[src/rtl/enemy_rom_if.sv]
// Requester-side bundle for the shared enemy/projectile sprite ROM.
// Packed per-requester fields; slice i belongs to requester i.
interface enemy_rom_if #(
   parameter int NUM_REQ = 4
);
   logic [NUM_REQ-1:0]   req_valid;
   logic [NUM_REQ-1:0]   req_is_proj;
   logic [3*NUM_REQ-1:0] req_type;
   logic [3*NUM_REQ-1:0] req_frame;
   logic [5*NUM_REQ-1:0] req_y;
   logic [5*NUM_REQ-1:0] req_x;
   logic [NUM_REQ-1:0]   req_ready;
   logic [NUM_REQ-1:0]   rsp_valid;
   logic [5:0]           rsp_data;
   logic                 rsp_transparent;

   modport master (
      output req_valid, req_is_proj, req_type, req_frame, req_y, req_x,
      input  req_ready, rsp_valid, rsp_data, rsp_transparent
   );

   modport slave (
      input  req_valid, req_is_proj, req_type, req_frame, req_y, req_x,
      output req_ready, rsp_valid, rsp_data, rsp_transparent
   );
endinterface

[src/rtl/enemy_rom_arbiter.sv]
// Round-robin arbiter sharing the single-port sprite ROM among pixel
// fetchers; returns each pixel one-hot tagged after the ROM latency.
module enemy_rom_arbiter #(
   parameter int         NUM_REQ     = 4,
   parameter int         ROM_LATENCY = 1,
   parameter logic [15:0] PROJ_BASE  = 16'd49152,
   parameter logic [5:0] TRANS_COLOR = 6'h33
) (
   input  logic        clk,
   input  logic        reset,
   enemy_rom_if.slave  bus,
   output logic [15:0] rom_addr,
   input  logic [5:0]  rom_data
);
   localparam int PW = (NUM_REQ > 1) ? $clog2(NUM_REQ) : 1;

   logic [2:0] typ [NUM_REQ];
   logic [2:0] frm [NUM_REQ];
   logic [4:0] ys  [NUM_REQ];
   logic [4:0] xs  [NUM_REQ];

   always_comb begin
      for (int i = 0; i < NUM_REQ; i++) begin
         typ[i] = bus.req_type[3*i +: 3];
         frm[i] = bus.req_frame[3*i +: 3];
         ys[i]  = bus.req_y[5*i +: 5];
         xs[i]  = bus.req_x[5*i +: 5];
      end
   end

   logic [PW-1:0]      rr_ptr;
   logic [PW-1:0]      gidx;
   logic               any;
   logic [NUM_REQ-1:0] grant;
   logic [PW:0]        sum;

   // Scan upward from rr_ptr, wrapping modulo NUM_REQ
   always_comb begin
      grant = '0;
      gidx  = '0;
      any   = 1'b0;
      sum   = '0;
      for (int k = 0; k < NUM_REQ; k++) begin
         sum = {1'b0, rr_ptr} + (PW+1)'(k);
         if (sum >= (PW+1)'(NUM_REQ))
            sum = sum - (PW+1)'(NUM_REQ);
         if (!any && !reset && bus.req_valid[sum[PW-1:0]]) begin
            any  = 1'b1;
            gidx = sum[PW-1:0];
         end
      end
      if (any)
         grant[gidx] = 1'b1;
   end

   always_ff @(posedge clk) begin
      if (reset)
         rr_ptr <= '0;
      else if (any)
         rr_ptr <= (gidx == PW'(NUM_REQ-1)) ? '0 : gidx + 1'b1;
   end

   logic [15:0] enemy_addr;
   logic [15:0] proj_addr;
   logic [15:0] next_addr;
   logic [15:0] addr_q;
   logic        invalid;

   always_comb begin
      enemy_addr = {typ[gidx], frm[gidx], ys[gidx], xs[gidx]};
      proj_addr  = PROJ_BASE + {8'h00, ys[gidx][3:0], xs[gidx][3:0]};
      next_addr  = bus.req_is_proj[gidx] ? proj_addr : enemy_addr;
      invalid    = !bus.req_is_proj[gidx] && typ[gidx][2] && typ[gidx][1];
   end

   // Address holds its last issued value while idle
   always_ff @(posedge clk) begin
      if (reset)
         addr_q <= '0;
      else if (any)
         addr_q <= next_addr;
   end

   assign rom_addr = reset ? 16'h0000 : (any ? next_addr : addr_q);
   assign bus.req_ready = grant;

   logic [NUM_REQ-1:0] tag_oh  [ROM_LATENCY];
   logic               tag_inv [ROM_LATENCY];

   always_ff @(posedge clk) begin
      if (reset) begin
         for (int s = 0; s < ROM_LATENCY; s++) begin
            tag_oh[s]  <= '0;
            tag_inv[s] <= 1'b0;
         end
      end else begin
         tag_oh[0]  <= grant;
         tag_inv[0] <= any && invalid;
         for (int s = 1; s < ROM_LATENCY; s++) begin
            tag_oh[s]  <= tag_oh[s-1];
            tag_inv[s] <= tag_inv[s-1];
         end
      end
   end

   // Responses are squashed in a reset cycle so in-flight fetches vanish
   logic live;

   assign live = (|tag_oh[ROM_LATENCY-1]) && !reset;

   assign bus.rsp_valid = live ? tag_oh[ROM_LATENCY-1] : '0;
   assign bus.rsp_data  = live ? rom_data : 6'h00;
   assign bus.rsp_transparent =
      live && (tag_inv[ROM_LATENCY-1] || rom_data == TRANS_COLOR);

   a_grant_onehot : assert property (
      @(posedge clk) $onehot0(bus.req_ready));
   a_no_grant_in_reset : assert property (
      @(posedge clk) reset |-> bus.req_ready == '0);
   a_rsp_onehot : assert property (
      @(posedge clk) $onehot0(bus.rsp_valid));
endmodule

[src/flat_wrapper.sv]
// flat-port wrapper written by rule: the top's interface ports become plain ports
module enemy_rom_arbiter_flat 
#(
   parameter int         NUM_REQ     = 4,
   parameter int         ROM_LATENCY = 1,
   parameter logic [15:0] PROJ_BASE  = 16'd49152,
   parameter logic [5:0] TRANS_COLOR = 6'h33
)
  (clk, reset, rom_addr, rom_data, bus_req_valid, bus_req_is_proj, bus_req_type, bus_req_frame, bus_req_y, bus_req_x, bus_req_ready, bus_rsp_valid, bus_rsp_data, bus_rsp_transparent);
  enemy_rom_if #(.NUM_REQ(NUM_REQ)) bus_i ();
  input  logic clk;
  input  logic reset;
  output logic [15:0] rom_addr;
  input  logic [5:0] rom_data;
  input wire logic [$bits(bus_i.req_valid)-1:0] bus_req_valid;
  input wire logic [$bits(bus_i.req_is_proj)-1:0] bus_req_is_proj;
  input wire logic [$bits(bus_i.req_type)-1:0] bus_req_type;
  input wire logic [$bits(bus_i.req_frame)-1:0] bus_req_frame;
  input wire logic [$bits(bus_i.req_y)-1:0] bus_req_y;
  input wire logic [$bits(bus_i.req_x)-1:0] bus_req_x;
  output wire logic [$bits(bus_i.req_ready)-1:0] bus_req_ready;
  output wire logic [$bits(bus_i.rsp_valid)-1:0] bus_rsp_valid;
  output wire logic [$bits(bus_i.rsp_data)-1:0] bus_rsp_data;
  output wire logic [$bits(bus_i.rsp_transparent)-1:0] bus_rsp_transparent;
  assign bus_i.req_valid = bus_req_valid;
  assign bus_i.req_is_proj = bus_req_is_proj;
  assign bus_i.req_type = bus_req_type;
  assign bus_i.req_frame = bus_req_frame;
  assign bus_i.req_y = bus_req_y;
  assign bus_i.req_x = bus_req_x;
  assign bus_req_ready = bus_i.req_ready;
  assign bus_rsp_valid = bus_i.rsp_valid;
  assign bus_rsp_data = bus_i.rsp_data;
  assign bus_rsp_transparent = bus_i.rsp_transparent;
  enemy_rom_arbiter #(.NUM_REQ(NUM_REQ), .ROM_LATENCY(ROM_LATENCY), .PROJ_BASE(PROJ_BASE), .TRANS_COLOR(TRANS_COLOR)) u_core (.clk(clk), .reset(reset), .bus(bus_i), .rom_addr(rom_addr), .rom_data(rom_data));
endmodule
[config.mk]
export PLATFORM = sky130hd
export DESIGN_NAME = enemy_rom_arbiter_flat
export DESIGN_NICKNAME = d
export VERILOG_FILES = /design/src/rtl/enemy_rom_if.sv /design/src/rtl/enemy_rom_arbiter.sv /design/src/flat_wrapper.sv
export SDC_FILE = /design/constraint.sdc
export NUM_CORES = 1
export LEC_CHECK = 0
export BUFFER_PORTS_ARGS = -buffer_cell sky130_fd_sc_hd__buf_2
export CAP_MARGIN = 20
export CORE_MARGIN = 2
export CORE_UTILIZATION = 49
export CTS_CLUSTER_SIZE = 40
export DETAILED_ROUTE_END_ITERATION = 10
export PLACE_DENSITY_LB_ADDON = 0.2
export SETUP_SLACK_MARGIN = 0.3
export SYNTH_ARGS = -nofsm -noshare
export SYNTH_HDL_FRONTEND = slang
export SYNTH_SLANG_ARGS = --single-unit
[constraint.sdc]
create_clock -name clk -period 3.45 [get_ports clk]
set_input_delay 0.1725 -clock clk [delete_from_list [all_inputs] [get_ports clk]]
set_output_delay 0.1725 -clock clk [all_outputs]
set_load 0.1 [all_outputs]
==> impl_results.md <==
* Final Max Slew Viols at 0
* Area occupied by multi-input gates at 0.00160 sq mm
* Critical setup path kind: reg2out
* Initial core utilization at 0.506
* Adder-cell area share of the yosys netlist at 0.0249
* Number of synthesized flops with an enable pin at 0
* Power Dens Cells at 422 mW/mm^2
* Remaining Overflow, GRT at 0
* Clk_lat worst skew at 260 ps
* Number of hold buffers added after CTS at 0
* Overall Global Routing Usage at 0.236
* Clock root buffer: clkbuf_8
* Required time of the worst setup path at 3280 ps
* Filler cell count at 304
* Lkg Pwr at 0.00129 uW
* Synth Flop Type: dfxtp_1
* Synth warn at 0
* Largest net degree at the start of global routing at 25
* Final worst path period share at 0.874
* Die area at 0.00463 sq mm
* Core Area at 0.00397 sq mm
* Hold WC Path Type: in2reg
* Crit. Startpoint: u_core.rr_ptr[1]$_SDFFE_PP0N_
* Final-report hold violation count at 0
* CTS tree: yes
* Layout cells sized above 1 at 0.482
* Final setup viols at 0
* Max-cap violations at 0
* Layout area overhead at 47.7%
* Ports at 111
* Die W at 68.1 um
* Post-synthesis mux area share at 0.259
* Crit. End Element: output port
* Die height at 68.1 um
* Outcome: complete, no violations
* Register bit count reported by yosys at 23
* H-tree levels at 1
* Max clock buf depth at 2
* Detailed placer's ending HPWL at 4.18 mm
* Drt total wl at 5.42 mm
* Port bufs at 110
* Largest family of logic cells by synthesized area: multiplexers
* RSZ-0062 raised after global routing: true
* RD Place Congestion at 0.781
* Syn_nets at 307
* DR vias/cell at 5.61
* Hold Startpoint: bus_req_type[4]
* XOR/XNOR Fraction of Synth Area at 0
* Vias in the first global route at 1969
* Arr. time, crit path at 2840 ps
* Vias at 2121
* Worst Setup Slack, final at 436 ps
* Nets@finish at 413
* RR Startpoint: u_core.rr_ptr[1]$_SDFFE_PP0N_
* Fmax at 0.332 GHz
* Worst VDD drop at 0.242 mV
* Post-synthesis simple-gate area fraction at 0.222
* DRC violations left at 0
* Initial antenna violation count at 0
* Num rows at 23
* Register area at 462 sq um
* Seq/Total Area, Yosys at 0.229
* First-pass GRT wire length at 8.38 mm
* Post-synth ARST share at 0
* Minimum clock period at 3010 ps
* Mean post-synth cell area at 9.02 sq um
* Slew margin rel. at 0.472
* CP startpoint kind: flop
* Worst Tran Pin Value at 789 ps
* Routed len/inst at 14.3 um
* Diodes inserted at 0
* Final Skew at 4.13 ps
* Sum Neg Setup Slack at 0 ps
* Pre-antenna DRT Iters at 4
* CTS buffer count at 3
* Cell variety after synth at 48
* Setup WS pre-CTS at 492 ps
* Clock transition at the registers of the reported paths at 80 ps
* Crit-path max FO at 22
* Cell area after synthesis at 0.00201 sq mm
* Commonest non-fill, non-tap cell in the layout: buf_2
* Most frequent cells in the layout: buf_2 (95), mux2i_1 (33), dfxtp_1 (22)
* DRT iter0 DRCs at 107
* R2R setup slack at 940 ps
* Synth Area in Compound Gates at 0.200
* Post-route ant nets at 0
* Cells after Synth at 223
* Clk sink count at 23
## synthesized netlist by cell type, drive strengths merged (6+ instances only)
| cell | instances | share of area |
|---|---|---|
| dfxtp | 23 | 0.23 |
| nor2 | 11 | 0.024 |
| nand3 | 12 | 0.030 |
| o31ai | 6 | 0.025 |
| buf | 12 | 0.047 |
| mux2i | 34 | 0.18 |
| nand2 | 13 | 0.032 |
| and2 | 14 | 0.044 |
| clkbuf | 6 | 0.011 |
| nor2b | 9 | 0.028 |
| mux2 | 9 | 0.062 |
| o21ai | 6 | 0.015 |
## state kept, by name, summed over array words and instances (netlist names)
signal / count
u_core.tag_inv: 1
u_core.tag_oh: 4
u_core.rr_ptr: 2
u_core.addr_q: 16
## what timing repair did
item / CTS / global route
gates resized for setup: 2 / 7
cloned: 1 / 0
endpoints found under the setup margin: 9 / 15
buffers inserted: 3 / 0
pin swaps: 1 / 0
## power by group
part	internal (uW)	switching, uW
clock network	80.6	86.6
logic	272	502
registers	298	13.7
## metrics by stage
step	instance area [sq um]	util	hold WS [ps]	total power [uW]	instances
after floorplan	2150	-	447	890	223
after global placement	2860	0.719	450	1060	370
after detailed placement	2860	0.719	460	1070	370
after CTS	2940	0.739	295	1250	378
after global routing	2970	0.748	335	1310	378
final	2970	0.748	294	1250	378
## worst max-delay path, stage by stage (launching register included)
cell and delay [ps]:
dfxtp_1 440, mux4_2 520, nand2_1 160, o32a_4 280, nand2_8 160, mux2i_4 260
buf_4 170, o31ai_2 340, buf_12 220
## kinds of logic (layout without fill, tap and decap cells)
logic type / Yosys count / after routing
simple gates: 78 / 79
flops: 23 / 23
fa+ha+maj: 4 / 4
mux: 45 / 45
compound gates: 51 / 51
buf+inv: 22 / 126
## area by class of cell
cell class	count	area share
timing repair buffer	118	0.265
clock buffer	3	0.0139
tap	50	0.0211
multi-input combinational	179	0.538
sequential	23	0.155
inverter	4	0.00506
clock inverter	1	0.00169
## layer usage
metal,vias up,track usage,part of all wire
li1,1051,-,-
met1,979,0.273,0.40
met2,79,0.425,0.52
met3,12,0.0576,0.066
met4,0,0.0725,0.019
met5,-,0,0
## path summary, 6_finish.rpt
| check | to | depth (start not counted) |
|---|---|---|
| setup / recovery | rom_addr[9] | 8 |
| hold / removal | u_core.tag_inv[0]$_SDFF_PP0_ | 3 |
| setup reg to reg | u_core.tag_inv[0]$_SDFF_PP0_ | 8 |
| hold reg to reg | u_core.addr_q[2]$_DFF_P_ | 2 |
Note: power is estimated with default switching activity, not from simulation.
